<file path="config.mk">
export PLATFORM = sky130hd
export DESIGN_NAME = ddbb128_enum_flat
export DESIGN_NICKNAME = d
export VERILOG_FILES = /design/src/rtl/ddbb128_pkg.sv /design/src/rtl/ddbb128_enum_if.sv /design/src/rtl/ddbb128_bar_alloc.sv /design/src/rtl/ddbb128_enum.sv /design/src/flat_wrapper.sv
export SDC_FILE = /design/constraint.sdc
export NUM_CORES = 1
export LEC_CHECK = 0
export CAP_MARGIN = 10
export CORE_MARGIN = 4
export CORE_UTILIZATION = 40
export DETAILED_ROUTE_END_ITERATION = 10
export SYNTH_ARGS = -nofsm -noshare
export SYNTH_HDL_FRONTEND = slang
export SYNTH_HIERARCHICAL = 1
export SYNTH_SLANG_ARGS = --single-unit
</file>
<file path="constraint.sdc">
create_clock -name clk_i -period 13 [get_ports clk_i]
set_input_delay 3.25 -clock clk_i [delete_from_list [all_inputs] [get_ports clk_i]]
set_output_delay 3.25 -clock clk_i [all_outputs]
set_load 0.05 [all_outputs]
</file>
<file path="src/rtl/ddbb128_pkg.sv">
// Shared FSM state type, configuration row numbers and config-address builder
// for the ddbb128 bus enumerator.
package ddbb128_pkg;

  typedef enum logic [3:0] {
    IDLE,
    PROBE,
    SIZE_WR,
    SIZE_RD,
    CALC,
    ASSIGN_WR,
    IRQ_WR,
    CMD_WR,
    NEXT,
    FIN
  } state_e;

  localparam logic [4:0] ROW_ID  = 5'd0;
  localparam logic [4:0] ROW_BAR = 5'd1;
  localparam logic [4:0] ROW_IRQ = 5'd3;

  localparam logic [15:0] SEL_ALL = 16'hFFFF;
  localparam logic [15:0] SEL_BAR = 16'h0FFF;
  localparam logic [15:0] SEL_CMD = 16'h0300;
  localparam logic [15:0] SEL_IRQ = 16'h1000;

  // Layout: [27:20] bus, [19:15] device, [14:12] function 0, [8:4] row.
  function automatic logic [31:0] cfg_addr(input logic [7:0] bus,
                                           input logic [4:0] dev,
                                           input logic [4:0] row);
    return {4'h0, bus, dev, 3'b000, 3'b000, row, 4'h0};
  endfunction

endpackage

</file>
<file path="src/rtl/ddbb128_enum_if.sv">
// Configuration-space access bus: the enumerator is master, the device fabric
// is slave. One access is outstanding at a time.
interface ddbb128_enum_if;
  logic         cs_config_o;
  logic         we_o;
  logic [15:0]  sel_o;
  logic [31:0]  adr_o;
  logic [127:0] dat_o;
  logic         ack_i;
  logic [127:0] dat_i;

  modport master (
    output cs_config_o, we_o, sel_o, adr_o, dat_o,
    input  ack_i, dat_i
  );

  modport slave (
    input  cs_config_o, we_o, sel_o, adr_o, dat_o,
    output ack_i, dat_i
  );
endinterface

</file>
<file path="src/rtl/ddbb128_bar_alloc.sv">
// BAR placement: aligns the allocation pointer to a BAR's natural size and
// flags allocations that carry out of 32 bits or end past MEM_LIMIT.
module ddbb128_bar_alloc #(
  parameter logic [31:0] MEM_LIMIT = 32'h7FFF_FFFF
) (
  input  logic [31:0] mask,
  input  logic [31:0] ptr,
  output logic [31:0] base,
  output logic [31:0] new_ptr,
  output logic        ovf
);

  logic [32:0] aligned;
  logic [32:0] last;

  always_comb begin
    aligned = ({1'b0, ptr} + {1'b0, ~mask}) & {1'b1, mask};
    last    = {1'b0, aligned[31:0]} + {1'b0, ~mask};
    if (mask == 32'h0) begin
      // Unimplemented BAR: nothing to place, pointer untouched.
      base    = 32'h0;
      new_ptr = ptr;
      ovf     = 1'b0;
    end else begin
      base    = aligned[31:0];
      new_ptr = last[31:0] + 32'd1;
      ovf     = aligned[32] | last[32] | (last[31:0] > MEM_LIMIT);
    end
  end

endmodule

</file>
<file path="src/rtl/ddbb128_enum.sv">
// Configuration-space enumerator: probes devices 0..31 on CFG_BUS, sizes and
// assigns three memory BARs each, then writes the command word.
// Define DDBB128_ENUM_IRQ_EN to add a row-3 interrupt-line write per device.
module ddbb128_enum
  import ddbb128_pkg::*;
#(
  parameter logic [7:0]  CFG_BUS   = 8'd0,
  parameter logic [31:0] MEM_BASE  = 32'h4000_0000,
  parameter logic [31:0] MEM_LIMIT = 32'h7FFF_FFFF,
  parameter logic [15:0] TIMEOUT   = 16'd255,
  parameter logic [15:0] CMD_VALUE = 16'h0007
) (
  input  logic           clk_i,
  input  logic           rst_i,
  input  logic           start_i,
  output logic           busy_o,
  output logic           done_o,
  output logic           err_o,
  output logic [5:0]     dev_cnt_o,
  output logic [31:0]    next_base_o,
  ddbb128_enum_if.master bus
);

  state_e       state;
  logic [4:0]   dev;
  logic [15:0]  tmr;
  logic [1:0]   bar_idx;
  logic [31:0]  mask_q [3];
  logic [31:0]  base_q [3];

  logic         req_active;
  logic         req_we;
  logic [15:0]  req_sel;
  logic [4:0]   req_row;
  logic [127:0] req_dat;

  logic         acc_done;
  logic [127:0] acc_rdata;
  logic         vendor_absent;
  logic         unused_rd_hi;

  logic [31:0]  cur_mask;
  logic [31:0]  alloc_base;
  logic [31:0]  alloc_ptr;
  logic         alloc_ovf;

  // An access ends on ack_i or after TIMEOUT cycles; a timed-out read yields all-ones.
  assign acc_done      = bus.cs_config_o && (bus.ack_i || (tmr >= TIMEOUT - 16'd1));
  assign acc_rdata     = bus.ack_i ? bus.dat_i : {128{1'b1}};
  assign vendor_absent = (acc_rdata[15:0] == 16'hFFFF) || (acc_rdata[15:0] == 16'h0000);
  assign unused_rd_hi  = ^acc_rdata[127:96];

  always_comb begin
    // NOTE: every signal gets a default before the case so no path can infer a latch.
    req_active = 1'b1;
    req_we     = 1'b0;
    req_sel    = SEL_ALL;
    req_row    = ROW_ID;
    req_dat    = '0;
    case (state)
      PROBE: ;
      SIZE_WR: begin
        req_we         = 1'b1;
        req_row        = ROW_BAR;
        req_sel        = SEL_BAR;
        req_dat[95:0]  = {96{1'b1}};
      end
      SIZE_RD: begin
        req_row = ROW_BAR;
        req_sel = SEL_BAR;
      end
      ASSIGN_WR: begin
        req_we         = 1'b1;
        req_row        = ROW_BAR;
        req_sel        = SEL_BAR;
        req_dat[95:0]  = {base_q[2], base_q[1], base_q[0]};
      end
      IRQ_WR: begin
        req_we          = 1'b1;
        req_row         = ROW_IRQ;
        req_sel         = SEL_IRQ;
        req_dat[103:96] = {3'b000, dev};
      end
      CMD_WR: begin
        req_we        = 1'b1;
        req_row       = ROW_ID;
        req_sel       = SEL_CMD;
        req_dat[15:0] = CMD_VALUE;
      end
      default: req_active = 1'b0;
    endcase
  end

  always_comb begin
    case (bar_idx)
      2'd1:    cur_mask = mask_q[1];
      2'd2:    cur_mask = mask_q[2];
      default: cur_mask = mask_q[0];
    endcase
  end

  ddbb128_bar_alloc #(
    .MEM_LIMIT (MEM_LIMIT)
  ) u_bar_alloc (
    .mask    (cur_mask),
    .ptr     (next_base_o),
    .base    (alloc_base),
    .new_ptr (alloc_ptr),
    .ovf     (alloc_ovf)
  );

  // NOTE: mask/base scratch is always written before it is read in a pass, so it carries no reset.
  always_ff @(posedge clk_i) begin
    if (state == SIZE_RD && acc_done) begin
      mask_q[0] <= acc_rdata[31:0];
      mask_q[1] <= acc_rdata[63:32];
      mask_q[2] <= acc_rdata[95:64];
    end
    if (state == CALC && !alloc_ovf) begin
      for (int i = 0; i < 3; i++) begin
        if (bar_idx == 2'(i)) base_q[i] <= alloc_base;
      end
    end
  end

  always_ff @(posedge clk_i) begin
    // NOTE: non-blocking assignments so every register updates from pre-edge values.
    if (rst_i) begin
      state           <= IDLE;
      dev             <= '0;
      tmr             <= '0;
      bar_idx         <= '0;
      busy_o          <= 1'b0;
      done_o          <= 1'b0;
      err_o           <= 1'b0;
      dev_cnt_o       <= '0;
      next_base_o     <= MEM_BASE;
      bus.cs_config_o <= 1'b0;
      bus.we_o        <= 1'b0;
      bus.sel_o       <= '0;
      bus.adr_o       <= '0;
      bus.dat_o       <= '0;
    end else begin
      done_o <= 1'b0;

      // Bus request is launched on the first cycle of an access state and held until it ends.
      if (req_active) begin
        if (!bus.cs_config_o) begin
          bus.cs_config_o <= 1'b1;
          bus.we_o        <= req_we;
          bus.sel_o       <= req_sel;
          bus.adr_o       <= cfg_addr(CFG_BUS, dev, req_row);
          bus.dat_o       <= req_dat;
          tmr             <= '0;
        end else if (acc_done) begin
          bus.cs_config_o <= 1'b0;
          bus.we_o        <= 1'b0;
          bus.sel_o       <= '0;
          bus.adr_o       <= '0;
          bus.dat_o       <= '0;
        end else begin
          tmr <= tmr + 16'd1;
        end
      end

      case (state)
        IDLE: begin
          if (start_i) begin
            dev         <= '0;
            next_base_o <= MEM_BASE;
            dev_cnt_o   <= '0;
            err_o       <= 1'b0;
            busy_o      <= 1'b1;
            state       <= PROBE;
          end
        end
        PROBE:   if (acc_done) state <= vendor_absent ? NEXT : SIZE_WR;
        SIZE_WR: if (acc_done) state <= SIZE_RD;
        SIZE_RD: begin
          if (acc_done) begin
            bar_idx <= '0;
            state   <= CALC;
          end
        end
        CALC: begin
          if (alloc_ovf) begin
            err_o  <= 1'b1;
            done_o <= 1'b1;
            state  <= FIN;
          end else begin
            next_base_o <= alloc_ptr;
            if (bar_idx == 2'd2) state <= ASSIGN_WR;
            else                 bar_idx <= bar_idx + 2'd1;
          end
        end
        ASSIGN_WR: begin
          if (acc_done) begin
`ifdef DDBB128_ENUM_IRQ_EN
            state <= IRQ_WR;
`else
            state <= CMD_WR;
`endif
          end
        end
        IRQ_WR: if (acc_done) state <= CMD_WR;
        CMD_WR: begin
          if (acc_done) begin
            dev_cnt_o <= dev_cnt_o + 6'd1;
            state     <= NEXT;
          end
        end
        NEXT: begin
          if (dev == 5'd31) begin
            done_o <= 1'b1;
            state  <= FIN;
          end else begin
            dev   <= dev + 5'd1;
            state <= PROBE;
          end
        end
        FIN: begin
          busy_o <= 1'b0;
          state  <= IDLE;
        end
        default: state <= IDLE;
      endcase
    end
  end

endmodule

</file>
<file path="src/flat_wrapper.sv">
// flat-port wrapper written by rule: the top's interface ports become plain ports
module ddbb128_enum_flat import ddbb128_pkg::*;
#(
  parameter logic [7:0]  CFG_BUS   = 8'd0,
  parameter logic [31:0] MEM_BASE  = 32'h4000_0000,
  parameter logic [31:0] MEM_LIMIT = 32'h7FFF_FFFF,
  parameter logic [15:0] TIMEOUT   = 16'd255,
  parameter logic [15:0] CMD_VALUE = 16'h0007
)
  (clk_i, rst_i, start_i, busy_o, done_o, err_o, dev_cnt_o, next_base_o, bus_cs_config_o, bus_we_o, bus_sel_o, bus_adr_o, bus_dat_o, bus_ack_i, bus_dat_i);
  ddbb128_enum_if bus_i ();
  input  logic clk_i;
  input  logic rst_i;
  input  logic start_i;
  output logic busy_o;
  output logic done_o;
  output logic err_o;
  output logic [5:0] dev_cnt_o;
  output logic [31:0] next_base_o;
  output wire logic [$bits(bus_i.cs_config_o)-1:0] bus_cs_config_o;
  output wire logic [$bits(bus_i.we_o)-1:0] bus_we_o;
  output wire logic [$bits(bus_i.sel_o)-1:0] bus_sel_o;
  output wire logic [$bits(bus_i.adr_o)-1:0] bus_adr_o;
  output wire logic [$bits(bus_i.dat_o)-1:0] bus_dat_o;
  input wire logic [$bits(bus_i.ack_i)-1:0] bus_ack_i;
  input wire logic [$bits(bus_i.dat_i)-1:0] bus_dat_i;
  assign bus_cs_config_o = bus_i.cs_config_o;
  assign bus_we_o = bus_i.we_o;
  assign bus_sel_o = bus_i.sel_o;
  assign bus_adr_o = bus_i.adr_o;
  assign bus_dat_o = bus_i.dat_o;
  assign bus_i.ack_i = bus_ack_i;
  assign bus_i.dat_i = bus_dat_i;
  ddbb128_enum #(.CFG_BUS(CFG_BUS), .MEM_BASE(MEM_BASE), .MEM_LIMIT(MEM_LIMIT), .TIMEOUT(TIMEOUT), .CMD_VALUE(CMD_VALUE)) u_core (.clk_i(clk_i), .rst_i(rst_i), .start_i(start_i), .busy_o(busy_o), .done_o(done_o), .err_o(err_o), .dev_cnt_o(dev_cnt_o), .next_base_o(next_base_o), .bus(bus_i));
endmodule
</file>
== Word level (Yosys, flattened, before mapping) ==
Memory sizes are Yosys's and may differ from the RTL's.
Cells that the tools add are included.

* Word-level logic and storage cells: 159
* RAM bits: 192
* Input bits: 132
* Memories: 2
* Flip-flop bits (word level): 246
* Output and inout bits: 219

* Mux-type cells: 73
* Order comparisons: 2
* Equality and inequality tests: 27
* Add/subtract/negate cells: 7
* Bitwise logic cells: 4
* Reduce and logical (&&, ||, !) cells: 30

{| class="wikitable"
|+ Memories
! name !! depth !! width !! rd ports !! clocked after memory_dff !! wr ports !! line !! RTL
|-
| u_core.base_q || 3 || 32 || 3 || 0 || 1 || ddbb128_enum.sv:29 || <nowiki>logic [31:0] base_q [3];</nowiki>
|-
| u_core.mask_q || 3 || 32 || 3 || 0 || 3 || ddbb128_enum.sv:28 || <nowiki>logic [31:0] mask_q [3];</nowiki>
|}

{| class="wikitable"
|+ Operator list
! operator !! count
|-
| $mux W128 || 2
|-
| $mux W32 || 8
|-
| $pmux W80 S2 || 1
|-
| $pmux W32 S2 || 2
|-
| $mux W96 || 1
|-
| $pmux W16 S3 || 2
|-
| $add A32 B32 Y33 || 2
|-
| $mux W16 || 4
|-
| $reduce_or A32 Y1 || 2
|-
| $mux W4 || 10
|-
| $and A33 B33 Y33 || 1
|-
| $add A32 B1 Y32 const B || 1
|-
| $gt A32 B31 Y1 const B || 1
|-
| $logic_not A32 Y1 || 1
|-
| $not A32 Y32 || 1
|-
| $pmux W4 S8 || 1
|-
| $mux W1 || 25
|-
| $add A16 B1 Y16 const B || 1
|-
| $eq A16 B16 Y1 const B || 1
|-
| $eq A4 B3 Y1 const B || 4
|-
| $ge A16 B8 Y1 const B || 1
|-
| $logic_not A16 Y1 || 1
|-
| $mux W5 || 3
|-
| $ne A2 B2 Y1 const B || 7
|-
| 32 further kinds || 60
|}

== Depth between registers and ports, before layout ==
* Depth after elaboration: 16
* Depth in mapped cells: 24
* Depth with buffers taken out: 20

== Hierarchy ==
Netlist, hierarchy kept.

{| class="wikitable"
|+ Modules (own cells, without submodules)
! module !! cells an instance !! sequential area each (um^2) !! instances !! area each (um^2)
|-
| ddbb128_enum || 1,243 || 9,409.0 || 1 || 14,545.2
|-
| ddbb128_bar_alloc || 579 || 0.0 || 1 || 3,721.1
|}

== Least setup slack after synthesis ==
No wires, ideal clock.

* Kind: input-to-reg
* Start: input bus_ack_i
* End: memory u_core.mask_q[0][0], enable pin
* Setup slack: 4.852 ns
* Required time: 12.448 ns
* Buffers on the path: 0
* Stages: 4
* Arrival: 7.596 ns
* Path through: nor2_1 > nand3_1 > o2111ai_1 > nor2_1

{| class="wikitable"
|+ RTL lines
! what !! line !! RTL
|-
| start, declared || flat_wrapper.sv:25 || <nowiki>input wire logic [$bits(bus_i.ack_i)-1:0] bus_ack_i;</nowiki>
|-
| end, declared || ddbb128_enum.sv:28 ||
|}

== Worst setup path after layout ==
* Start: register u_core.bar_idx[0]
* End: register u_core.next_base_o[15]

* Longest elaborated chain between the ends: 11
* Elaborated cells on any way between the ends: 19

{| class="wikitable"
|+ RTL lines
! what !! line !! RTL
|-
| start, declared || ddbb128_enum.sv:27 || <nowiki>logic [1:0] bar_idx;</nowiki>
|-
| start signal, assigned || ddbb128_enum.sv:193 || <nowiki>else bar_idx <= bar_idx + 2'd1;</nowiki>
|-
| $eq A2 B2 Y1 or $eq A2 B1 Y1 (tied branches) || ddbb128_enum.sv:95 || <nowiki>case (bar_idx)</nowiki>
|-
| $pmux W32 S2 * || ddbb128_enum.sv:95 ||
|-
| named net u_core.cur_mask[2] || ddbb128_enum.sv:42 || <nowiki>logic [31:0] cur_mask;</nowiki>
|-
| $not A32 Y32 || ddbb128_bar_alloc.sv:17, ddbb128_bar_alloc.sv:18 ||
|-
| $add A32 B32 Y33 || ddbb128_bar_alloc.sv:17 || <nowiki>aligned = ({1'b0, ptr} + {1'b0, ~mask}) & {1'b1, mask};</nowiki>
|-
| $and A33 B33 Y33 || ddbb128_bar_alloc.sv:17 ||
|-
| $add A32 B32 Y33 || ddbb128_bar_alloc.sv:18 || <nowiki>last = {1'b0, aligned[31:0]} + {1'b0, ~mask};</nowiki>
|-
| $gt A32 B31 Y1 or $or A1 B1 Y1 (tied branches) || ddbb128_bar_alloc.sv:27 || <nowiki>ovf = aligned[32] | last[32] | (last[31:0] > MEM_LIMIT);</nowiki>
|-
| $or A1 B1 Y1 || ddbb128_bar_alloc.sv:27 ||
|-
| $mux W1 * || ddbb128_bar_alloc.sv:19 || <nowiki>if (mask == 32'h0) begin</nowiki>
|-
| named net u_core.alloc_ovf || ddbb128_enum.sv:45 || <nowiki>logic alloc_ovf;</nowiki>
|-
| $ne A2 B2 Y1 (no source line) * || n/a ||
|-
| $reduce_and A4 Y1 (no source line) * || n/a ||
|-
| end signal, assigned || ddbb128_enum.sv:191 || <nowiki>next_base_o <= alloc_ptr;</nowiki>
|-
| end, declared || ddbb128_enum.sv:20 || <nowiki>output logic [31:0] next_base_o,</nowiki>
|}

The timed path passes the listed nets; every way through them passes the cells marked *. The select of a mux whose other input is x is not followed.
A chain may end at the register's enable or synchronous reset.

==> results.yml <==
worst_setup_path:
  critPathBufInv: 3
  cp_data_required_time_ps: 13480
  cp_slowest_cell: "nor2_4"
  crit_path_max_fanout: 66
  cp_top_family: "compound AO/OA/AOI/OAI gates"
  path_cells: "inv_1 -> ha_2 -> buf_4 -> nor2_1 -> a21oi_1 -> inv_1 -> ha_1 -> nand4b_1 -> a21boi_4 -> o21ai_1 -> a2111oi_0 -> nor2_1 -> o21ai_0 -> a31oi_1 -> xnor2_1 -> nor2_1 -> a21oi_1 -> nor2_1 -> nor2_4 -> nand2_1 -> a21oi_1"
  crit_path_start_kind: "flip-flop"
  critPathMaxStageDelay_ps: 820
  worstPathArrival_ps: 7770
  worst_setup_path_end_kind: "flip-flop"
  path_class: "flip-flop to flip-flop"
  crit_top_cell: "nor2_1"
  rrSetupSlack_ps: 5710
logic_synthesis:
  ys_seq_area_share_pct: 51.5
  ys_warn_count: 6
  synth-seq-cells: 374
  synth_cell_types: 86
  syn_inst: 1822
  ys_async_sr_fraction_pct: 0
  synth-edff-count: 192
  synth_area_sq_um: 18300
  synthTopCellsByArea: "edfxtp_1 (32%), dfxtp_1 (20%), o2bb2ai_1 (4.7%)"
  synth_top_area_share_pct: 31.6
  synth.avg_cell_area_sq_um: 10.0
  synth_top_area_cell: "edfxtp_1"
  synthFlopType: "edfxtp_1"
run:
  cap_violations: 0
place:
  port_buffers: 266
  place_ws_ps: 5780
  dp.final_hpwl_um: 34500
  placed_area_sq_um: 21100
  place_congestion: 0.900
power_and_ir_drop:
  peakVddDrop_uv: 117
  switching_share_pct: 36.3
  p_switching_mw: 1.37
  power_density_nw_per_um2: 168
  combPwrFrac_pct: 31.3
  p_int_mw: 2.41
  clockPowerShare_pct: 31.3
  seq_power_share_pct: 37.4
  p_leak_nw: 7.86
sta:
  layout_setup_ws_ps: 5710
  setup_viol: 0
  setup_tns_ps: 0
  finClkSkew_ps: 10.9
  maxSlewViolCount: 0
  min_period_ps: 7290
  fin_crit_sh_pct: 56.1
  finalHoldViolations: 0
  fmax_ghz: 0.137
  tightest_slew_ps: 1150
  rsz0062_at_grt: "false"
  maxSlewHeadroom_pct: 23.3
final_layout:
  fin_area_sq_um: 22500
  num_antenna_cells: 0
  fin_nets: 2201
  drive_gt1_share_pct: 6.07
  area_growth_pct: 22.9
  fillers: 4197
clock_network:
  tritoncts: "built"
  holdBufCountCts: 0
  clock_latency_ps: 560
  clk_pin_slew_ps: 60
  postCtsSetupRepairBufs: 0
  cts_resized: 0
  cts_max_path_buffers: 3
  cts_sinks: 374
  htree_levels: 2
  numCtsBuffers: 41
  cts-root-buf: "clkbuf_16"
grt:
  grt.total_usage_pct: 18.8
  grt_pass1_wl_um: 75000
  overflow: 0
  antenna_found_initial: 0
  grt_max_degree: 99
  first_global_vias: 13200
floorplanning:
  io-pin-count: 351
  rows: 78
  core_sq_um: 45300
  die_h_um: 222
  initial_utilization_pct: 40.3
  dieArea_sq_um: 49100
  die_x_um: 222
drt:
  antenna_left: 0
  first_iter_violations: 1083
  drcViolationCount: 0
  first_pass_iters: 5
  wire_per_inst_um: 18.3
  drt_wl_total_um: 48700
  vias: 14100
  viasPerCell: 5.29
outcome:
  status: "finished, final reports clean"
hold_path:
  hold_path.class: "flip-flop to flip-flop"
==> placed cells by master (no fill, tap or decap), drive strengths merged, types with 10 or more instances in the layout <==
master / synthesis / routed
clkdlybuf4s50: 0 / 264
nor2: 214 / 214
edfxtp: 192 / 192
dfxtp: 182 / 182
nand2: 138 / 138
a21oi: 124 / 124
nand2b: 115 / 115
o2bb2ai: 97 / 97
nand3: 55 / 55
o21ai: 54 / 54
conb: 2 / 53
clkbuf: 66 / 53
inv: 44 / 47
ha: 41 / 41
xnor2: 36 / 36
a22oi: 34 / 34
nor3: 30 / 30
and2: 26 / 26
nand4: 24 / 24
xor2: 23 / 23
a21o: 19 / 19
nor4: 16 / 16
buf: 102 / 15
a22o: 14 / 14
and3: 13 / 13
a211oi: 11 / 11
clkinv: 1 / 11
a31oi: 10 / 10
==> state kept, by name (all words and copies together) (netlist names), 2 cells and up <==
| name | count |
|---|---|
| u_core/bus.dat_o | 101 |
| u_core/base_q | 96 |
| u_core/mask_q | 96 |
| u_core/next_base_o | 32 |
| u_core/tmr | 16 |
| u_core/bus.adr_o | 7 |
| u_core/dev_cnt_o | 6 |
| u_core/dev | 5 |
| u_core/bus.sel_o | 4 |
| u_core/state | 4 |
| u_core/bar_idx | 2 |
==> path summary, 6_finish.rpt <==
kind	start	endpoint	depth (start not counted)
setup reg to reg	u_core/bar_idx[0]	u_core/next_base_o[15]	21
setup / recovery	u_core/bar_idx[0]	u_core/next_base_o[15]	21
hold / removal	u_core/bus.dat_o[21]	u_core/bus.dat_o[21]	1
hold reg to reg	u_core/bus.dat_o[21]	u_core/bus.dat_o[21]	1
==> synth_stat cells, types with 5 or more instances <==
master     number
nand4_1        21
a21o_1         19
nor3_1         28
clkbuf_1       66
a31oi_1        10
buf_2          22
o31ai_1         6
nor2_1        214
ha_1           41
xor2_1         23
and3_1         13
buf_4          74
xnor2_1        36
and2_1         26
and4_1          5
nor4_1         15
buf_1           6
edfxtp_1      192
or3_1           6
mux2_2          9
o211ai_1        7
nand2_1       138
mux2i_1         8
a21oi_1       122
nand3_1        55
a22o_1         14
a22oi_1        34
o2111ai_1       6
o21ai_1        10
o21ai_0        40
nor2b_1         9
nand2b_1      115
a211oi_1        9
o2bb2ai_1      97
dfxtp_1       182
inv_1          44
==> layout make-up <==
class | count | area, sq um | area share (%)
timing repair buffer | 279 | 2750 | 12.2
tap | 600 | 751 | 3.34
inverter | 45 | 169 | 0.752
sequential | 374 | 9410 | 41.9
multi-input combinational | 1286 | 8000 | 35.6
clock inverter | 22 | 260 | 1.16
clock buffer | 53 | 1120 | 4.99
==> through the flow <==
stage | utilization, % | instances | hold slack, ps | power [mW]
5_1_grt | 49.6 | 2659 | 474 | 3.96
2_1_floorplan | - | 1873 | 437 | 2.29
4_1_cts | 49.6 | 2659 | 464 | 3.82
3_5_place_dp | 46.5 | 2584 | 446 | 2.62
3_3_place_gp | 46.5 | 2584 | 438 | 2.61
6_report | 49.6 | 2659 | 459 | 3.78
==> logic make-up after synthesis <==
logic type	count (synthesis)	synth area share [%]
adder cells (fa/ha/maj)	42	2.92
AND/OR/NAND/NOR	677	18.5
AO/OA/AOI/OAI	438	17.2
XOR/XNOR	59	2.83
flip-flops	374	51.5
multiplexers	17	0.993
buffers and inverters	213	6.05
other	2	0.0411
==> power groups by stage <==
stage	sequential, mW	clock, mW	combinational, mW
global placement	1.44	0	1.17
floorplan	1.62	0	0.665
detailed placement	1.44	0	1.18
global route	1.43	1.27	1.26
CTS	1.41	1.22	1.18
finish	1.41	1.18	1.18
==> routing by layer <==
metal  part of all wire, %  global-route usage (%)  vias up  wire [um]
li1                      -                       -     6917          -
met1                    48                    27.4     6653      23200
met2                    44                    28.9      450      21200
met3                   6.7                    3.84       56       3280
met4                   2.0                    4.70        0        995
met5                     0                       0        -          0
Power figures use the tool's default switching activity.
